<file path="src/rtl/shared_memory_arbiter.sv">
`default_nettype none
// ============================================================================
// Module   : shared_memory_arbiter
// Purpose  : Round-robin arbiter sharing one single-port memory among
//            PROC_CNT processors; one access in flight at a time.
// Revision : 1.0  initial release
// ============================================================================
module shared_memory_arbiter #(
    parameter int PROC_CNT = 4,
    parameter int ADDR_W   = 8,
    parameter int DATA_W   = 8
) (
    input  logic                       clock,
    input  logic                       reset,
    input  logic [PROC_CNT-1:0]        proc_req,
    input  logic [PROC_CNT-1:0]        proc_we,
    input  logic [PROC_CNT*ADDR_W-1:0] proc_addr,
    input  logic [PROC_CNT*DATA_W-1:0] proc_wdata,
    output logic [PROC_CNT-1:0]        proc_ack,
    output logic [DATA_W-1:0]          proc_rdata,
    output logic [ADDR_W-1:0]          mem_addr,
    output logic [DATA_W-1:0]          mem_wdata,
    output logic                       mem_we,
    output logic                       mem_re,
    input  logic [DATA_W-1:0]          mem_rdata,
    output logic                       busy
);

    localparam int IDX_W = (PROC_CNT > 1) ? $clog2(PROC_CNT) : 1;
    localparam logic [IDX_W-1:0] LAST_IDX = IDX_W'(PROC_CNT - 1);

    localparam logic [1:0] IDLE  = 2'd0;
    localparam logic [1:0] ISSUE = 2'd1;
    localparam logic [1:0] WAIT  = 2'd2;
    localparam logic [1:0] ACK   = 2'd3;

    logic [1:0]          state;
    logic [IDX_W-1:0]    last_grant;
    logic [IDX_W-1:0]    grant_idx;
    logic                grant_we;
    logic [IDX_W-1:0]    winner;
    logic [IDX_W-1:0]    scan_idx;
    logic                found;
    logic [PROC_CNT-1:0] grant_onehot;

    // Scan upward from the processor after the last grant, wrapping by compare
    // so non-power-of-two counts never visit an out-of-range index.
    always_comb begin
        winner   = '0;
        found    = 1'b0;
        scan_idx = last_grant;
        for (int k = 0; k < PROC_CNT; k++) begin
            scan_idx = (scan_idx == LAST_IDX) ? '0 : scan_idx + 1'b1;
            if (!found && proc_req[scan_idx]) begin
                winner = scan_idx;
                found  = 1'b1;
            end
        end
    end

    always_comb begin
        grant_onehot            = '0;
        grant_onehot[grant_idx] = 1'b1;
    end

    assign busy = (state != IDLE);

    always_ff @(posedge clock or posedge reset) begin
        if (reset) begin
            state      <= IDLE;
            last_grant <= LAST_IDX;
            grant_idx  <= '0;
            grant_we   <= 1'b0;
            proc_ack   <= '0;
            proc_rdata <= '0;
            mem_addr   <= '0;
            mem_wdata  <= '0;
            mem_we     <= 1'b0;
            mem_re     <= 1'b0;
        end else begin
            mem_we   <= 1'b0;
            mem_re   <= 1'b0;
            proc_ack <= '0;
            case (state)
                IDLE: begin
                    if (found) begin
                        grant_idx  <= winner;
                        last_grant <= winner;
                        grant_we   <= proc_we[winner];
                        mem_addr   <= proc_addr[winner*ADDR_W +: ADDR_W];
                        mem_wdata  <= proc_wdata[winner*DATA_W +: DATA_W];
                        mem_we     <= proc_we[winner];
                        mem_re     <= !proc_we[winner];
                        state      <= ISSUE;
                    end
                end
                ISSUE: begin
                    if (grant_we) begin
                        proc_ack <= grant_onehot;
                        state    <= ACK;
                    end else begin
                        state    <= WAIT;
                    end
                end
                WAIT: begin
                    proc_rdata <= mem_rdata;
                    proc_ack   <= grant_onehot;
                    state      <= ACK;
                end
                ACK: begin
                    state <= IDLE;
                end
                default: begin
                    state <= IDLE;
                end
            endcase
        end
    end

endmodule
`default_nettype wire

</file>
<file path="config.mk">
export PLATFORM = sky130hd
export DESIGN_NAME = shared_memory_arbiter
export DESIGN_NICKNAME = d
export VERILOG_FILES = /design/src/rtl/shared_memory_arbiter.sv
export SDC_FILE = /design/constraint.sdc
export NUM_CORES = 1
export LEC_CHECK = 0
export BUFFER_PORTS_ARGS = -buffer_cell sky130_fd_sc_hd__buf_2
export CELL_PAD_IN_SITES_DETAIL_PLACEMENT = 0
export CELL_PAD_IN_SITES_GLOBAL_PLACEMENT = 1
export CORE_MARGIN = 4
export CORE_UTILIZATION = 30
export CTS_CLUSTER_DIAMETER = 30
export DETAILED_ROUTE_END_ITERATION = 6
export GPL_ROUTABILITY_DRIVEN = 0
export GPL_TIMING_DRIVEN = 0
export HOLD_SLACK_MARGIN = 0.02
export PLACE_DENSITY_LB_ADDON = 0.25
export SLEW_MARGIN = 20
export SYNTH_ARGS = -nofsm -noshare
export SYNTH_HDL_FRONTEND = slang
export SYNTH_SLANG_ARGS = --single-unit
</file>
<file path="constraint.sdc">
create_clock -name clock -period 1.9 [get_ports clock]
set_input_delay 0.285 -clock clock [delete_from_list [all_inputs] [get_ports clock]]
set_output_delay 0.285 -clock clock [all_outputs]
set_load 0.1 [all_outputs]
</file>
# Yosys cells after proc, flatten, opt, wreduce, memory -nomap -nowiden
# Cells that the tools add are included.
# classes
add_sub_neg	4
n_mux	33
reduce_logical	11
eq_ne	8
n_lt_le_gt_ge	7
n_shift	2
# ops
operator	count
variable part select 32 x 6 -> 8 bit	2
less-than comparator 2 x 3 -> 1 bit (second input constant)	6
2-to-1 mux 2 bit	9
2-to-1 mux 1 bit	15
equality test 2 bit (second input constant)	6
binary-select mux 1 bit (select 2 bit)	5
adder 2 x 1 -> 2 bit (second input constant)	4
one-hot mux 2 bit (4 select lines)	1
one-hot mux 4 bit (2 select lines)	1
logical AND 1 bit	4
logical NOT 1 bit	4
2-to-1 mux 4 bit	1
demux 1 bit (select 2 bit)	1
equality test 2 x 1 -> 1 bit (second input constant)	1
>= comparator 2 x 1 -> 1 bit (second input constant)	1
logical NOT 2 bit	1
inequality test 2 bit (second input constant)	1
AND reduction 2 bit	1
nonzero test 2 bit	1
# word_totals
wordCells	75
register_bits	37
in_bits	82
out_inout_bits	31

# Longest topological paths before layout
# logic_depth
word_depth	19
depth_mapped	8
depth_no_buf	6

# Worst setup path after synthesis
# No wires, ideal clock.
# synth_timing
kind	register -> register
start	register state[0]
end	register mem_wdata[5]
slack_ps	-183
arrival_time_ps	1944
required_time_ps	1761
n_path_buf	2
synth_period_minus_slack_ps	2083
setup_ps	139
stages_incl_launch_ff	9
cell_sequence	dfrtp_1 inv_1 ha_1 inv_1 a21o_1 nand2b_1 buf_6 buf_12 o221ai_2
# synth_via
elab_chain_cells	2
# synth_lines
item	line_no	source
start, declared	37	logic [1:0] state;
start signal, assigned	70	state <= IDLE;
start signal, assigned	94	state <= ISSUE;
start signal, assigned	100	state <= ACK;
logical NOT 2 bit	84	case (state)
AND reduction 2 bit (no source line)	--	
end signal, assigned	91	mem_wdata <= proc_wdata[winner*DATA_W +: DATA_W];
end, declared	22	output logic [DATA_W-1:0] mem_wdata,
# Every way passes these cells.
# A chain may end at the register's enable or synchronous reset.

# Worst setup path in the final report
# layout_timing
start	register last_grant[0]
end	register mem_wdata[2]
# layout_via
elab_chain_cells	15
word_cells_on_any_way	36
classes_between	add/sub (4); eq/ne (4); shift (1); mux (20); reduce/logical (7)
# layout_lines
item	line_no	source
start, declared	38	logic [IDX_W-1:0] last_grant;
start signal, assigned	88	last_grant <= winner;
adder 2 x 1 -> 2 bit or equality test 2 bit (tied branches)	53	scan_idx = (scan_idx == LAST_IDX) ? '0 : scan_idx + 1'b1;
2-to-1 mux 2 bit *	53	
branches (longest 13 deep; another with adder 2 x 1 -> 2 bit)	--	
# Every way passes the cells marked *. The select of a mux whose other input is x is not followed.

==> results.py <==
metrics = {
    "setup_path": {
        "crit_fanout": 10,
        "slowest_stage": "dfstp_2",
        "critical_path_class": "reg -> reg",
        "slowest_delay_ns": 0.56,
        "worstPathArrival_ns": 2.06,
        "critical_path.startpoint": "last_grant[0]",
        "worst-path-buf-inv": 2,
        "r2r-start": "last_grant[0]",
        "crit_chain": "ha_4, a21oi_2, nor4_2, or3_4, nand2b_4, buf_12, clkbuf_16, o221ai_2",
        "endpoint_kind": "flip-flop",
        "critPathRequiredTime_ns": 2.06,
        "crit_family": "flip-flops",
        "startpoint_type": "flip-flop",
    },
    "placed_design": {
        "dp_hpwl_mm": 4.337,
        "placedInstanceArea_um2": 2785,
        "portBuffers": 112,
        "place_ws_ns": -0.2498,
    },
    "layout": {
        "area_growth_pct": 47.02,
        "postLayoutCellArea_um2": 3059,
        "layout-drive-gt1-share": 0.5765,
        "n_antenna_cell": 0,
        "fin_nets": 392,
    },
    "sta": {
        "slew_headroom": 0.6417,
        "clock_skew_ns": 0.006323,
        "fin_crit_ns": 1.897,
        "slew_violations": 0,
        "rsz0062_at_grt": "true",
        "finalSetupViolCount": 0,
        "fmax_ghz": 0.5273,
        "hold_viol_final": 0,
        "worst_pin_slew_ns": 0.5374,
        "post-route-period-util": 0.9982,
        "setup_ws_ns": 0.003483,
        "whs_ns": 0.2234,
    },
    "floorplan": {
        "start_util": 0.3080,
        "die_h_um": 91.28,
        "dieArea_um2": 8332,
        "fp.coreArea_um2": 6756,
        "die_w_um": 91.28,
        "num_rows": 30,
        "io_pins": 113,
    },
    "outcome": {
        "status": "finished clean",
    },
    "hold_path": {
        "hp-class": "in -> reg",
        "worstHoldStart": "mem_rdata[7]",
    },
    "cts": {
        "cts_sinks": 37,
        "cts_root_buffer": "clkbuf_8",
        "numCtsBuffers": 5,
        "cts_tree": "built",
        "clk_path_buf_depth": 2,
        "clk_latency_ns": 0.29,
        "htree_levels": 2,
        "clk_pin_slew_ns": 0.08,
    },
    "drt": {
        "vias": 1801,
        "totalWireLength_mm": 5.545,
        "drt_iter0_markers": 62,
        "vias_per_cell": 4.654,
        "wl_per_cell_um": 14.33,
        "first_pass_iters": 4,
        "post-route-drc-count": 0,
        "ant_nets": 0,
    },
    "global_routing": {
        "antenna_found_initial": 0,
        "grt_first_pass_wirelength_mm": 8.866,
        "grt_use_met2": 0.2183,
        "grt_max_degree": 26,
        "use_met3": 0.03563,
        "grt_usage": 0.1323,
        "gr-total-overflow": 0,
        "use_met1": 0.1700,
        "grt_pass1_vias": 1816,
        "grt.busiest_layer": "met2",
    },
    "logic_synthesis": {
        "synth_common_cells": "dfrtp_1, mux2i_1, nand2_1, mux2_2, o221ai_2",
        "synthesis.nets": 266,
        "synth_top_area_cell": "dfrtp_1",
        "ys_warn_count": 0,
        "synth_top_family_by_area": "multiplexers",
        "ys_seq_area_frac": 0.4462,
        "netlist_area_um2": 2081,
        "syn-instance-count": 180,
        "syn_area_per_cell_um2": 11.56,
        "yosysTopAreaCellShare": 0.4209,
        "synth-simple-area-share": 0.1076,
        "synth_edf_count": 0,
        "synth-xor-area-share": 0,
        "synth.distinct_cells": 36,
        "synthAdderAreaFrac": 0.02405,
        "synth-seq-cells": 37,
        "synth_compound_area_frac": 0.1587,
        "synthArstFlopShare": 1.000,
        "synth_most_common_cell": "dfrtp_1",
        "synth_ff_type": "dfrtp_1",
        "synthMuxAreaShare": 0.2081,
        "synthTopCellsByArea": "dfrtp_1, mux2i_1, o221ai_2, mux2_2, nand2_1",
    },
    "flow_run": {
        "drv_cap": 0,
    },
}
==> cell type report <==
| cell class | instances | area [um2] |
|---|---|---|
| buffer | 10 | 107.6 |
| clock buffer | 5 | 68.82 |
| clock inverter | 3 | 65.06 |
| fill | 665 | 3697 |
| inverter | 6 | 26.28 |
| multi-input combinational | 127 | 1117 |
| sequential | 37 | 928.4 |
| tap | 80 | 100.1 |
| timing repair buffer | 119 | 645.6 |
==> routing by layer <==
layer  share of wire  wire length (um)
met5               0                 0
met3           0.059               325
met2            0.49              2696
met4           0.011                61
met1            0.44              2461
==> cell families after synthesis <==
group / count (synthesis)
mux: 42
flops: 37
simple gates: 46
fa+ha+maj: 4
compound gates: 35
buf+inv: 16
==> through the flow <==
stage,std cells,util,setup TNS [ns]
floorplan,180,-,-1.176
global placement,372,0.4093,-3.570
detailed placement,373,0.4122,-3.859
CTS,383,0.4415,-0.008745
global route,387,0.4528,-0.7497
finish,387,0.4528,0
==> flip-flops by register name (all words and copies together), names as in the netlist <==
register	flops
mem_we	1
state	2
grant_idx	2
proc_ack	4
grant_we	1
mem_addr	8
mem_wdata	8
proc_rdata	8
last_grant	2
mem_re	1
==> cells in the final DEF (no fill, tap or decap), drive strengths merged <==
cell / instances
or3: 1
bufinv: 2
o21ai: 8
and2: 3
clkbuf: 8
dlygate4sd3: 1
o211a: 2
ha: 4
nor2b: 1
o21a: 1
nand3: 5
a21o: 1
nor3b: 1
nor4: 1
o211ai: 2
o221ai: 17
inv: 5
buf: 125
nand2: 26
mux2: 10
a21oi: 3
dfrtp: 35
and2b: 1
nor2: 4
mux2i: 32
and3: 1
o22ai: 1
nand2b: 1
dfstp: 2
clkinvlp: 1
clkinv: 1
nor3: 1
==> what timing repair did <==
item,CTS,global route
cloned,0,1
endpoints found under the hold margin,12,0
resized for setup,9,8
setup buffers,1,3
hold buffers,1,0
setup endpoints to repair,18,18
pin swaps,1,1
==> final timing paths <==
path,end,slack [ns],depth (start not counted)
min in group asynchronous,mem_wdata[0],0.47,3
max,mem_wdata[2],0.003,8
min,proc_rdata[7],0.22,2
max in group asynchronous,last_grant[1],0.92,4
max reg2reg,mem_wdata[2],0.003,8
min reg2reg,mem_addr[3],0.48,2
Power is not shown: default switching activity piles up to over one toggle a cycle in this logic, so the estimate is an artifact.
